[src/rtl/uart_tx_scheduler.sv]
// uart_tx_scheduler: round-robin packet framer in front of the UART transmit FIFO.
// Each granted source's packet is emitted as: header (HEADER_BASE | source),
// payload bytes, then an XOR checksum of the payload. Bytes are staged in a
// small non-show-ahead FIFO read by the UART encoder.
module uart_tx_scheduler #(
    parameter int          NUM_SOURCES = 4,
    parameter int          FIFO_DEPTH  = 4,
    parameter logic [7:0]  HEADER_BASE = 8'hA0
) (
    input  logic                       clock,
    input  logic                       reset,
    input  logic [NUM_SOURCES-1:0]     src_valid,
    input  logic [8*NUM_SOURCES-1:0]   src_byte,
    input  logic [NUM_SOURCES-1:0]     src_last,
    output logic [NUM_SOURCES-1:0]     src_ready,
    input  logic                       tx_buffer_read_enable,
    output logic                       tx_buffer_empty,
    output logic [7:0]                 tx_buffer_byte,
    output logic                       busy,
    output logic [2:0]                 active_source
);

    localparam int AW = (FIFO_DEPTH > 1) ? $clog2(FIFO_DEPTH) : 1;
    localparam int CW = AW + 1;

    localparam logic [1:0] ST_IDLE     = 2'd0;
    localparam logic [1:0] ST_HEADER   = 2'd1;
    localparam logic [1:0] ST_PAYLOAD  = 2'd2;
    localparam logic [1:0] ST_CHECKSUM = 2'd3;

    // Lanes padded out to eight so the granted lane can be selected by a 3-bit index.
    logic [7:0] valid_pad;
    logic [7:0] last_pad;
    logic [7:0] lane_byte [8];

    generate
        for (genvar gi = 0; gi < 8; gi++) begin : g_lane
            if (gi < NUM_SOURCES) begin : g_used
                assign valid_pad[gi] = src_valid[gi];
                assign last_pad[gi]  = src_last[gi];
                assign lane_byte[gi] = src_byte[8*gi +: 8];
            end else begin : g_unused
                assign valid_pad[gi] = 1'b0;
                assign last_pad[gi]  = 1'b0;
                assign lane_byte[gi] = 8'h00;
            end
        end
    endgenerate

    logic [1:0]    state_q,    state_d;
    logic [2:0]    active_q,   active_d;
    logic [2:0]    rr_ptr_q,   rr_ptr_d;
    logic [7:0]    csum_q,     csum_d;
    logic [AW-1:0] wr_ptr_q,   wr_ptr_d;
    logic [AW-1:0] rd_ptr_q,   rd_ptr_d;
    logic [CW-1:0] count_q,    count_d;
    logic          empty_q,    empty_d;
    logic [7:0]    out_byte_q, out_byte_d;
    logic [7:0]    mem_q [FIFO_DEPTH];

    logic          full;
    logic          push;
    logic          pop;
    logic [7:0]    push_data;
    logic          grant_found;
    logic [2:0]    grant_idx;
    logic [3:0]    cand;
    logic          g_valid;
    logic          g_last;
    logic [7:0]    g_byte;

    // full comes from the registered count only, so a same-cycle pop never frees a slot early.
    assign full    = (count_q == CW'(FIFO_DEPTH));
    // The count guard covers the one cycle where empty_q still shows the pre-pop count.
    assign pop     = tx_buffer_read_enable && !empty_q && (count_q != '0);
    assign g_valid = valid_pad[active_q];
    assign g_last  = last_pad[active_q];
    assign g_byte  = lane_byte[active_q];

    // Round-robin search: first requesting lane at or above rr_ptr, wrapping at NUM_SOURCES.
    always_comb begin
        grant_found = 1'b0;
        grant_idx   = rr_ptr_q;
        cand        = 4'd0;
        for (int k = NUM_SOURCES - 1; k >= 0; k--) begin
            cand = {1'b0, rr_ptr_q} + 4'(k);
            if (cand >= 4'(NUM_SOURCES)) begin
                cand = cand - 4'(NUM_SOURCES);
            end
            if (valid_pad[cand[2:0]]) begin
                grant_found = 1'b1;
                grant_idx   = cand[2:0];
            end
        end
    end

    // Ready is offered to the granted lane only, and only while the FIFO has room.
    generate
        for (genvar gi = 0; gi < NUM_SOURCES; gi++) begin : g_ready
            assign src_ready[gi] = (state_q == ST_PAYLOAD) && !full && (active_q == 3'(gi));
        end
    endgenerate

    // Packet framing FSM: pick a source, push header, payload, then checksum.
    always_comb begin
        state_d   = state_q;
        active_d  = active_q;
        rr_ptr_d  = rr_ptr_q;
        csum_d    = csum_q;
        push      = 1'b0;
        push_data = 8'h00;
        case (state_q)
            ST_IDLE: begin
                if (grant_found) begin
                    active_d = grant_idx;
                    csum_d   = 8'h00;
                    state_d  = ST_HEADER;
                end
            end
            ST_HEADER: begin
                if (!full) begin
                    push      = 1'b1;
                    push_data = HEADER_BASE | {5'b00000, active_q};
                    state_d   = ST_PAYLOAD;
                end
            end
            ST_PAYLOAD: begin
                if (g_valid && !full) begin
                    push      = 1'b1;
                    push_data = g_byte;
                    csum_d    = csum_q ^ g_byte;
                    if (g_last) begin
                        state_d = ST_CHECKSUM;
                    end
                end
            end
            ST_CHECKSUM: begin
                if (!full) begin
                    push      = 1'b1;
                    push_data = csum_q;
                    rr_ptr_d  = (active_q == 3'(NUM_SOURCES - 1)) ? 3'd0 : active_q + 3'd1;
                    state_d   = ST_IDLE;
                end
            end
            default: state_d = ST_IDLE;
        endcase
    end

    // FIFO bookkeeping; the output byte only changes on a real pop.
    always_comb begin
        wr_ptr_d   = push ? wr_ptr_q + AW'(1) : wr_ptr_q;
        rd_ptr_d   = pop  ? rd_ptr_q + AW'(1) : rd_ptr_q;
        out_byte_d = pop  ? mem_q[rd_ptr_q]   : out_byte_q;
        case ({push, pop})
            2'b10:   count_d = count_q + CW'(1);
            2'b01:   count_d = count_q - CW'(1);
            default: count_d = count_q;
        endcase
        empty_d = (count_q == '0);
    end

    // FIFO storage, no reset needed since pointers define validity.
    always_ff @(posedge clock) begin
        if (push) begin
            mem_q[wr_ptr_q] <= push_data;
        end
    end

    // State registers; reset aborts any packet and flushes the FIFO.
    always_ff @(posedge clock or negedge reset) begin
        if (!reset) begin
            state_q    <= ST_IDLE;
            active_q   <= 3'd0;
            rr_ptr_q   <= 3'd0;
            csum_q     <= 8'h00;
            wr_ptr_q   <= '0;
            rd_ptr_q   <= '0;
            count_q    <= '0;
            empty_q    <= 1'b1;
            out_byte_q <= 8'h00;
        end else begin
            state_q    <= state_d;
            active_q   <= active_d;
            rr_ptr_q   <= rr_ptr_d;
            csum_q     <= csum_d;
            wr_ptr_q   <= wr_ptr_d;
            rd_ptr_q   <= rd_ptr_d;
            count_q    <= count_d;
            empty_q    <= empty_d;
            out_byte_q <= out_byte_d;
        end
    end

    assign tx_buffer_empty = empty_q;
    assign tx_buffer_byte  = out_byte_q;
    assign busy            = (state_q != ST_IDLE);
    assign active_source   = active_q;

endmodule

[config.mk]
export PLATFORM = sky130hd
export DESIGN_NAME = uart_tx_scheduler
export DESIGN_NICKNAME = d
export VERILOG_FILES = /design/src/rtl/uart_tx_scheduler.sv
export SDC_FILE = /design/constraint.sdc
export NUM_CORES = 1
export LEC_CHECK = 0
export ABC_AREA = 1
export CAP_MARGIN = 20
export CORE_ASPECT_RATIO = 1.1
export CORE_MARGIN = 5
export CORE_UTILIZATION = 48
export DETAILED_ROUTE_END_ITERATION = 7
export HOLD_SLACK_MARGIN = 0.12
export PLACE_DENSITY = 0.73
export SYNTH_ARGS = -nofsm -noshare
export SYNTH_HDL_FRONTEND = slang
export SYNTH_SLANG_ARGS = --single-unit
[constraint.sdc]
create_clock -name clock -period 6.97 [get_ports clock]
set_input_delay 1.394 -clock clock [delete_from_list [all_inputs] [get_ports clock]]
set_output_delay 1.394 -clock clock [all_outputs]
set_load 0.01 [all_outputs]
Yosys cells after proc, flatten, opt, wreduce, memory -nomap -nowiden --
Memory sizes are Yosys's and may differ from the RTL's. A register that Yosys moved wholly into a read port is not among the register bits. Cells that the tools add are included.
Word-level totals: register bits after elaboration 24, RAM bits 32, input port bits 43, output and inout bits 17, word-level logic and storage cells 118, memories 1
Memories:
- mem_q | depth 4, width 8, read ports 1, clocked after Yosys merged registers in 1, write ports 1, line 59 | logic [7:0] mem_q [FIFO_DEPTH];
Operators by class: $add $sub $neg 12, magnitude comparators 10, equality and inequality tests 14, muxes and demuxes 47, bitwise operators 3, reductions and logical operators 23
Operator list (number):
- 8-bit two-way mux | 7
- 3-bit two-way mux | 9
- 8-bit binary-select mux with 3-bit select | 1
- 8-bit case mux with 3 select lines | 1
- 3-bit by 4-bit less-than comparator with 1-bit output (second input constant) | 5
- 1-bit binary-select mux with 3-bit select | 6
- 8-bit case mux with 2 select lines | 1
- 1-bit two-way mux | 14
- 4-bit by 3-bit greater-or-equal comparator with 1-bit output (second input constant) | 3
- 3-bit subtractor (second input constant) | 4
- 2-bit two-way mux | 5
- 3-bit by 2-bit adder with 4-bit output (second input constant) | 2
- 1-bit logical AND | 8
- 2-bit inequality test (second input constant) | 4
- 2-bit case mux with 4 select lines | 1
- 8-bit bitwise XOR | 1
- 3-bit by 1-bit adder with 3-bit output (second input constant) | 2
- 2-bit == test (second input constant) | 3
- 3-bit by 2-bit == test with 1-bit output (second input constant) | 2
- 3-bit logical NOT | 2
- 3-bit case mux with 2 select lines | 1
- 2-bit nonzero test | 3
- 5-bit AND reduction | 1
- 2-bit by 1-bit adder with 2-bit output (second input constant) | 2
- 17 further kinds | 21

Longest topological paths before layout --
Gate-level depths: netlist (run 1).
depth in word-level cells 11, mapped depth 13

Worst setup path after synthesis (run 1) --
OpenSTA, ideal clock, no wires.
path kind input-to-reg, start in src_valid[0], end reg count_q[2], setup time 124 ps, arrival time 2986 ps, required time 6846 ps, setup slack 3859 ps, cell stages on the path 13, buffers on the path 0, path through nor2_1 -> nor2_1 -> o21ai_1 -> nand2_1 -> nand4_2 -> nand2_1 -> nand2_1 -> ha_1 -> inv_1 -> fa_1 -> a21oi_1 -> o21ai_0 -> xnor2_1
Between the ends: longest elaborated chain between the ends 7
Ends and longest elaborated chain:
- start, declared | line 12 | input logic [NUM_SOURCES-1:0] src_valid,
- 1-bit binary-select mux with 3-bit select (*) | line 76 | assign g_valid = valid_pad[active_q];
- 1-bit two-way mux (not written as such) (*) | line 76
- 1-bit logical AND (*) | line 128 | if (g_valid && !full) begin
- 1-bit two-way mux (*) | line 128
- 1-bit case mux with 2 select lines (*) | line 112 | case (state_q)
- 2-bit by 1-bit == test with 1-bit output / 2-bit == test (equally long branches) | line 154 | case ({push, pop})
- 3-bit case mux with 2 select lines / 2-bit nonzero test (equally long branches)
- end signal, assigned | line 188 | count_q <= count_d;
- end, declared | line 56 | logic [CW-1:0] count_q, count_d;
Every way passes the cells marked *; elsewhere a longest branch is shown, timed or not. The select of a mux whose other input is x is not followed. A chain may end at the register's enable or synchronous reset.

Worst setup path in the final report (run 1) --
start reg active_q[0] (netlist: active_source[0]), end out src_ready[0]
Between the ends: longest elaborated chain between the ends 2
Ends and longest elaborated chain:
- start, declared | line 51 | logic [2:0] active_q, active_d;
- start signal, assigned | line 183 | active_q <= active_d;
- 3-bit logical NOT | line 100 | assign src_ready[gi] = (state_q == ST_PAYLOAD) && !full && (active_q == 3'(gi));
- 1-bit logical AND | line 100
- end, declared | line 15 | output logic [NUM_SOURCES-1:0] src_ready,
Every way passes these cells.

==> results of run 1 <==
critical path, delay by kind of cell (launching register included):
kind	cells	cell delay (ns)
simple gates	1	0.04
flops	1	0.84
fa+ha+maj	1	0.37
buf+inv	3	1.10
per-layer routing:
| layer | GRT usage [%] | vias up | routed length (um) |
|---|---|---|---|
| met3 | 5.744 | 16 | 561 |
| met4 | 6.889 | 0 | 139 |
| met5 | 0 | - | 0 |
| li1 | - | 1603 | - |
| met2 | 34.13 | 109 | 4204 |
| met1 | 24.01 | 1448 | 3746 |
metrics by stage:
stage	power (uW)	area, um2	worst slack (ns)
floorplan	1398	3701	3.859
global placement	1662	4359	3.115
detailed placement	1694	4359	3.067
CTS	2173	4649	2.895
global route	2353	4649	2.654
finish	2159	4649	2.889
power groups by stage:
stage | logic, uW | clock network, uW | registers (uW)
after detailed placement | 1020 | 0 | 679
final | 1030 | 456 | 675
after CTS | 1030 | 466 | 674
after global routing | 1170 | 485 | 698
after global placement | 985 | 0 | 677
after floorplan | 761 | 0 | 637
synthesized netlist by cell type:
cell and instances:
buf_1 1, clkbuf_1 7, nand2_1 144, dfstp_2 1
inv_1 38, nor2_1 52, o22ai_1 8, nand4_2 1
nand4_4 1, nand2_2 6, nand3b_1 1, a21oi_1 5
o211ai_1 1, o21a_1 5, buf_6 1, xnor2_1 2
inv_2 1, fa_1 1, xor2_1 9, edfxtp_1 32
dfrtp_1 31, buf_2 3, nand3_1 53, clkinv_1 3
nor3_1 2, o21ai_0 26, o21ai_1 1, nor2_4 1
nand3_2 1, nand4_1 3, ha_1 16, buf_4 3
final cells by class:
cell class / instances / area share (%)
clock inverter: 7 / 3.579
tap: 105 / 2.826
clock buffer: 9 / 2.664
inverter: 42 / 3.391
timing repair buffer: 61 / 13.02
sequential: 64 / 37.92
multi-input combinational: 339 / 36.60
worst min path at each step:
stage | startpoint | end | slack, ns | cells past startpoint
4_1_cts | count_q[1] | tx_buffer_empty | 0.45 | 1
2_1_floorplan | count_q[1] | tx_buffer_empty | 0.41 | 1
3_3_place_gp | count_q[1] | tx_buffer_empty | 0.44 | 1
3_5_place_dp | count_q[1] | tx_buffer_empty | 0.44 | 1
6_report | count_q[1] | tx_buffer_empty | 0.45 | 1
5_1_grt | count_q[1] | tx_buffer_empty | 0.49 | 1
sequential cells by signal (all words and copies together), names as in the netlist:
name             count
active_source        3
rr_ptr_q             3
tx_buffer_empty      1
rd_ptr_q             2
csum_q               8
mem_q               32
count_q              3
wr_ptr_q             2
state_q              2
tx_buffer_byte       8
cells by family (layout without fill, tap and decap cells):
family | Yosys count | after routing
simple gates | 265 | 265
flops | 64 | 64
buf+inv | 57 | 119
compound gates | 46 | 46
fa+ha+maj | 17 | 17
xor+xnor | 11 | 11
==> metrics.md, run 1 <==
| Metric | Value |
|---|---|
| Status | finished, final reports clean |
| RSZ-0062 raised after global routing | false |
| Synth area leaders | edfxtp_1 (26%), dfrtp_1 (21%), nand2_1 (15%) |
| Post-Synth Simple-Gate Area | 30.53% |
| Gate power share | 47.6% |
| CP max FO | 26 |
| First-pass GRT wire length | 15020 um |
| Sequential group share of total power | 31.3% |
| Full die area | 9569 um2 |
| Die width | 93.73 um |
| Max Clk Rate | 0.2450 GHz |
| TritonCTS Buffers | 9 |
| XOR/XNOR Fraction of Synth Area | 2.603% |
| Clock Tree Root | clkbuf_8 |
| CP Launch Point | active_source[0] |
| Mux contribution to synthesized area | 0% |
| Post-Syn Area per Cell | 8.046 um2 |
| Max_slew headroom | 48.82% |
| Final setup fails | 0 |
| Share of Yosys cell area claimed by the top area cell type | 25.96% |
| Multi-input gate area | 1702 um2 |
| Starting density of the core | 49.52% |
| Diode count | 0 |
| Adder-cell share of the synthesized area | 5.950% |
| Post_cts resized | 0 |
| Cells after DPL | 611 |
| Via density | 5.065 |
| Slew Viols, Final | 0 |
| Post-route ant nets | 0 |
| Largest net degree at the start of global routing | 33 |
| Total clock sinks | 64 |
| Final design utilization | 62.21% |
| Critical path required time | 5.58 ns |
| Routed via count | 3176 |
| LEAKAGE | 0.002146 uW |
| Internal reg-to-reg setup slack | 3.52 ns |
| Number of synthesized register bits | 64 |
| Crit Path Class | flop to primary output |
| Reg2reg end | count_q[2] |
| Reg2reg start | active_source[0] |
| TritonRoute pass-1 iters | 4 |
| Library cells used by synthesis | 32 |
| Post-synthesis sequential area ratio | 47.63% |
| Critical path arrival | 2.69 ns |
| Remaining Overflow, GRT | 0 |
| Most frequent cells in the layout | nand2_1 (144), clkdlybuf4s50_1 (59), nand3_1 (53) |
| DP HPWL | 6369 um |
| Hold buffer count at cts | 0 |
| Layout cell share with drive strength beyond 1 | 5.747% |
| Maximum vdd drop | 0.2157 mV |
| Die height | 102.1 um |
| Most common cell after layout, fill and taps aside | nand2_1 |
| Port Buffers | 59 |
| Max stage delay on crit path | 0.84 ns |
| Tot GR Track Use | 19.90% |
| YS warnings | 0 |
| Vias in the first global route | 3290 |
| Hold Violations, Final | 0 |
| Cell Area, Synth | 3701 um2 |
| DR WL/cell | 13.80 um |
| Critical path endpoint | src_ready[0] |
| I/O Pins | 60 |
| Post-synth net total | 520 |
| Final clock skew | 0.008729 ns |
| Crit-path cells | inv_1 > ha_1 > inv_1 > nor2_1 > clkdlybuf4s50_1 |
| Crit path launch type | flop |
| Clk buf depth | 2 |
| Core area | 7473 um2 |
| TritonCTS clock tree | yes |
| Int Pwr | 1253 uW |
| H-tree depth | 3 |
| Synth Area in Compound Gates | 6.897% |
| Final hold slack | 0.4482 ns |
| Initial antenna violation count | 0 |
| Global placement routability congestion | 0.8399 |
| Total power per unit cell area | 464.4 nW/um2 |
| CP Capture Type | primary output |
| HP Class | flop to flop |
| Sw Ratio | 41.95% |
| Slowest-stage cell, CP | dfrtp_1 |
| Clock power frac | 21.1% |
| Layout Cells excl Fill | 627 |
| Critical path's most frequent cell | inv_1 |
| Filler cell count | 632 |
| Tightest Pin Transition | 0.7677 ns |
| Area Growth Syn to Fin | 25.63% |
| DRT Wirelength | 8652 um |
| Switch Pwr | 905.8 uW |
| Period minus WS final | 4.081 ns |
| Setup TNS | 0 ns |
| Clock Latency Late Sink | 0.33 ns |
| Clock transition at path regs | 0.07 ns |
| # rows | 33 |
| Seq. cell area | 1763 um2 |
| Worst R2R Path Depth | 12 |
| Tcrit/Tclk final | 58.55% |
| Largest area contributor in the netlist | edfxtp_1 |
| Synth Instances | 460 |
| Post-CTS Setup Inserts | 0 |
| Fin nets | 577 |
| Initial detailed-routing violation count | 126 |
| Largest family of logic cells by synthesized area | simple AND/OR/NAND/NOR gates |
| Max Cap Violations | 0 |
| Post-route DRC violation count | 0 |
(Power assumes the default switching activity.)
==> run 2: changes to the inputs <==
==> constraint.sdc (replaced) <==
create_clock -name clock -period 3.95 [get_ports clock]
set_input_delay 0.79 -clock clock [delete_from_list [all_inputs] [get_ports clock]]
set_output_delay 0.79 -clock clock [all_outputs]
set_load 0.01 [all_outputs]
==> run 2 against run 1 <==
  * Sequential power up 75%
  * Sequential cell count is the same
  * Non-clock buffer count increased by 2
  * Combinational power grew 77%
  * Cell area shrank 1.5%
  * Wire length shrank 3.6%
  * Global-route usage fell by 1.4 points
  * First-iteration DRC count down 17%
  * Worst setup slack got worse by 2.1 ns
  * Clock skew down 0.0030 ns
  * Critical path depth is 1 higher
==> metrics.md, run 2 (synthesized netlist as in run 1, its figures left out) <==
| Metric | Value |
|---|---|
| Reg2reg start | active_source[0] |
| Vias in the first global route | 3023 |
| Tot GR Track Use | 18.48% |
| Critical path arrival | 2.37 ns |
| Final hold slack | 0.4549 ns |
| Area Growth Syn to Fin | 23.70% |
| Period minus WS final | 3.161 ns |
| Max reg flops | 32 |
| Final Power | 3580 uW |
| Total clock sinks | 64 |
| TritonCTS clock tree | yes |
| Post-route DRC violation count | 0 |
| TritonCTS Buffers | 9 |
| LEAKAGE | 0.002118 uW |
| Die width | 93.73 um |
| Clock transition at path regs | 0.06 ns |
| CP Launch Point | active_source[0] |
| Largest net degree at the start of global routing | 27 |
| CP Capture Type | primary output |
| Tcrit/Tclk final | 80.01% |
| I/O Pins | 60 |
| Max Cap Violations | 0 |
| Filler cell count | 638 |
| GR Util met2 | 29.44% |
| Global placement routability congestion | 0.8376 |
| Internal reg-to-reg setup slack | 1.04 ns |
| GRT met1 Usage | 23.91% |
| Full die area | 9569 um2 |
| Setup TNS | 0 ns |
| Hold buffer count at cts | 0 |
| Crit path launch type | flop |
| Seq. cell area | 1763 um2 |
| # rows | 33 |
| Post_cts resized | 0 |
| Met3 global-route usage | 5.596% |
| Final clock skew | 0.005693 ns |
| H-tree depth | 3 |
| Port Buffers | 59 |
| Slew Viols, Final | 0 |
| Layout cell share with drive strength beyond 1 | 5.344% |
| Tightest Pin Transition | 0.7915 ns |
| Clock Tree Root | clkbuf_8 |
| Worst R2R Path Depth | 12 |
| Die height | 102.1 um |
| Most frequent cells in the layout | nand2_1 (144), clkdlybuf4s50_1 (59), nand3_1 (53) |
| Maximum vdd drop | 0.4206 mV |
| HP Class | flop to flop |
| DP HPWL | 6291 um |
| Total power per unit cell area | 782.1 nW/um2 |
| Hold Violations, Final | 0 |
| Initial detailed-routing violation count | 105 |
| Clock Latency Late Sink | 0.33 ns |
| Diode count | 0 |
| Post-CTS Setup Inserts | 0 |
| DR WL/cell | 13.26 um |
| Multi-input gate area | 1702 um2 |
| Layout Cells excl Fill | 629 |
| CP max FO | 26 |
| Routed via count | 3142 |
| Reg2reg end | count_q[2] |
| Min-delay src | count_q[1] |
| First-pass GRT wire length | 13960 um |
| Critical path required time | 3.16 ns |
| Starting density of the core | 49.52% |
| Top reg by flops | mem_q |
| DRT Wirelength | 8341 um |
| Status | finished, final reports clean |
| Initial antenna violation count | 0 |
| Max Clk Rate | 0.3164 GHz |
| Most common cell after layout, fill and taps aside | nand2_1 |
| Max_slew headroom | 47.23% |
| Core area | 7473 um2 |
| Via density | 4.995 |
| Final setup fails | 0 |
| Fin nets | 579 |
| Critical path endpoint | src_ready[2] |
| TritonRoute pass-1 iters | 4 |
| Post-route ant nets | 0 |
| Final design utilization | 61.26% |
| Global route hottest layer | met2 |
| Cells after DPL | 613 |
| RSZ-0062 raised after global routing | false |
| Remaining Overflow, GRT | 0 |
| Clk buf depth | 2 |
| Crit Path Class | flop to primary output |
[run 2: per-layer routing]
layer  share of wire (%)  up-vias
met4                 1.9        0
li1                    -     1612
met1                  45     1412
met3                 7.1       14
met2                  46      104
met5                   0        -
[run 2: final cells by class]
| class | count | share of cell area (%) |
|---|---|---|
| flip-flops and latches | 64 | 38.51 |
| multi-input cells | 339 | 37.17 |
| inverters | 42 | 3.444 |
| well taps | 105 | 2.870 |
| clock buffers | 12 | 2.952 |
| repair buffers | 63 | 13.56 |
| clock inverters | 4 | 1.503 |
[run 2: worst min-delay path by stage]
stage,endpoint,slack (ns),depth (start not counted)
2_1_floorplan,tx_buffer_empty,0.41,1
4_1_cts,tx_buffer_empty,0.46,1
6_report,tx_buffer_empty,0.45,1
5_1_grt,tx_buffer_empty,0.48,1
3_5_place_dp,tx_buffer_empty,0.45,1
3_3_place_gp,tx_buffer_empty,0.44,1
[run 2: stage by stage]
step	setup WS, ns	area, um2
CTS	0.7808	4578
floorplan	1.443	3701
global placement	0.7587	4374
global route	0.5804	4578
finish	0.7894	4578
detailed placement	0.6860	4374
[run 2: critical path: stages, from the launching register on]
cell and delay (ns):
dfrtp_1 0.86, inv_1 0.14, buf_4 0.25, ha_1 0.21, inv_1 0.05, nor2_1 0.04, clkdlybuf4s50_1 0.48
[run 2: power breakdown]
group          switching (uW)  total (uW)  leakage [uW]  internal, uW
clock                     231         584      0.000102           353
combinational            1130        1820       0.00131           686
sequential                195        1180      0.000701           984
==> run 3: changes to the inputs <==
==> constraint.sdc (replaced) <==
create_clock -name clock -period 3.2 [get_ports clock]
set_input_delay 0.64 -clock clock [delete_from_list [all_inputs] [get_ports clock]]
set_output_delay 0.64 -clock clock [all_outputs]
set_load 0.01 [all_outputs]
==> run 3 against run 2 <==
  * Wire length is 1.2% higher
  * Utilization is 0.60 points higher
  * Sequential share of layout area is 0.38 points lower
  * Sequential power is 20% higher
  * Sequential cell count stayed put
  * Clock power is 25% higher
  * First-iteration DRC count is 5.7% lower
  * Combinational power is 27% higher
  * Via count is 1.4% higher
  * Critical path type unchanged
  * Register-to-register slack worse by 0.36 ns
==> metrics.md, run 3 (synthesized netlist as in run 1, its figures left out) <==
| Metric | Value |
|---|---|
| Critical path arrival | 2.21 ns |
| Final clock skew | 0.007961 ns |
| Crit-path cells | inv_1 > ha_1 > nand3_1 > nor2_1 > clkdlybuf4s50_1 |
| Clk buf depth | 2 |
| DP HPWL | 6366 um |
| I/O Pins | 60 |
| Metal-1 WL | 3798 um |
| CP delay by family, top | buffers and inverters |
| Remaining Overflow, GRT | 0 |
| Vias in the first global route | 3158 |
| Hold buffer count at cts | 0 |
| DRT Wirelength | 8437 um |
| LEAKAGE | 0.002149 uW |
| Slew Viols, Final | 0 |
| HP Class | flop to flop |
| Post-route ant nets | 0 |
| Setup TNS | 0 ns |
| Top Metal Used | met4 |
| Max Clk Rate | 0.3503 GHz |
| Die height | 102.1 um |
| Full die area | 9569 um2 |
| Worst setup margin | 0.3454 ns |
| Port Buffers | 59 |
| CP Launch Point | state_q[0] |
| Clock power frac | 16.3% |
| TritonCTS Buffers | 9 |
| Max Cap Violations | 0 |
| Slowest-stage cell, CP | clkdlybuf4s50_1 |
| Area Growth Syn to Fin | 24.92% |
| Global placement routability congestion | 0.8549 |
| Internal reg-to-reg setup slack | 0.68 ns |
| Switch Pwr | 1945 uW |
| Via density | 5.019 |
| Most frequent cells in the layout | nand2_1 (144), clkdlybuf4s50_1 (59), nand3_1 (53) |
| Period minus WS final | 2.855 ns |
| Filler cell count | 675 |
| H-tree depth | 3 |
| Routed via count | 3187 |
| RSZ-0062 raised after global routing | false |
| Most common cell after layout, fill and taps aside | nand2_1 |
| Largest net degree at the start of global routing | 33 |
| TritonCTS clock tree | yes |
| Critical path required time | 2.56 ns |
| Worst R2R Path Depth | 13 |
| Maximum vdd drop | 0.4545 mV |
| Total clock sinks | 64 |
| Core area | 7473 um2 |
| Max reg flops | 32 |
| Tcrit/Tclk final | 89.21% |
| Total power per unit cell area | 967.7 nW/um2 |
| WP buf/inv | 2 |
| Hold Violations, Final | 0 |
| Pre-CTS WS | 0.2444 ns |
| Clock Latency Late Sink | 0.33 ns |
| Starting density of the core | 49.52% |
| Crit Path Class | flop to primary output |
| Status | finished, final reports clean |
| TritonRoute pass-1 iters | 4 |
| Tot GR Track Use | 19.27% |
| Initial antenna violation count | 0 |
| Post_cts resized | 0 |
| Layout cell share with drive strength beyond 1 | 6.415% |
| Tightest Pin Transition | 0.4902 ns |
| Sw Ratio | 43.47% |
| Int Pwr | 2529 uW |
| Fin nets | 585 |
| Sequential group share of total power | 31.7% |
| Final setup fails | 0 |
| Clock Tree Root | clkbuf_8 |
| Die width | 93.73 um |
| Max_slew headroom | 67.32% |
| Top reg by flops | mem_q |
| Diode count | 0 |
| Initial detailed-routing violation count | 99 |
| Gate power share | 51.9% |
| Cells after DPL | 619 |
| Clock transition at path regs | 0.07 ns |
| Metal3 WL | 544 um |
| Reg2reg start | active_source[0] |
| CP max FO | 8 |
| # rows | 33 |
| Reg2reg end | count_q[2] |
| CP Capture Type | primary output |
| Crit path launch type | flop |
| Critical path endpoint | src_ready[0] |
| First-pass GRT wire length | 14700 um |
| DR WL/cell | 13.29 um |
| Cell count of the worst hold path | 1 |
| Met2 wire length | 3989 um |
| Post-CTS Setup Inserts | 0 |
| Post-route DRC violation count | 0 |
| Layout Cells excl Fill | 635 |
| Levels on crit path | 5 |
| Max stage delay on crit path | 0.56 ns |
-- run 3: cell count changes in the layout (fill, tap and decap cells not counted), sizes merged --
cell / change
buf: +6
-- run 3: worst min-delay path by stage --
stage / startpoint / to
3_5_place_dp: count_q[1] / tx_buffer_empty
5_1_grt: count_q[0] / tx_buffer_empty
2_1_floorplan: reset / active_source[0]
6_report: count_q[1] / tx_buffer_empty
4_1_cts: count_q[1] / tx_buffer_empty
3_3_place_gp: count_q[1] / tx_buffer_empty
-- run 3: final cells by class --
class	count	area, um2	area share (%)
clock buffer	12	135.1	2.923
clock inverter	4	68.82	1.488
inverter	42	157.7	3.410
multi-input combinational	339	1702	36.81
sequential	64	1763	38.13
tap	105	131.4	2.842
timing repair buffer	69	665.6	14.40
-- run 3: power by group through the flow --
stage                     clock network (uW)  logic [uW]  registers, uW
after detailed placement                   0        2320           1430
after global placement                     0        2240           1420
after CTS                                743        2330           1420
after global routing                     785        2660           1460
final                                    731        2320           1420
after floorplan                            0        1660           1390
-- run 3: per-layer routing --
| layer | global-route usage [%] | up-vias |
|---|---|---|
| met5 | 0 | - |
| met4 | 5.667 | 0 |
| met3 | 5.376 | 11 |
| met2 | 32.33 | 89 |
| met1 | 24.41 | 1465 |
| li1 | - | 1622 |
-- run 3: through the flow --
| stage | util [%] | hold slack (ns) | total power, uW | instance area, um2 |
|---|---|---|---|---|
| floorplan | - | 0.3444 | 3046 | 3701 |
| CTS | 61.86 | 0.4563 | 4495 | 4623 |
| detailed placement | 59.13 | 0.4469 | 3750 | 4419 |
| finish | 61.86 | 0.4566 | 4474 | 4623 |
| global placement | 59.13 | 0.4323 | 3661 | 4419 |
| global route | 61.86 | 0.4857 | 4904 | 4623 |
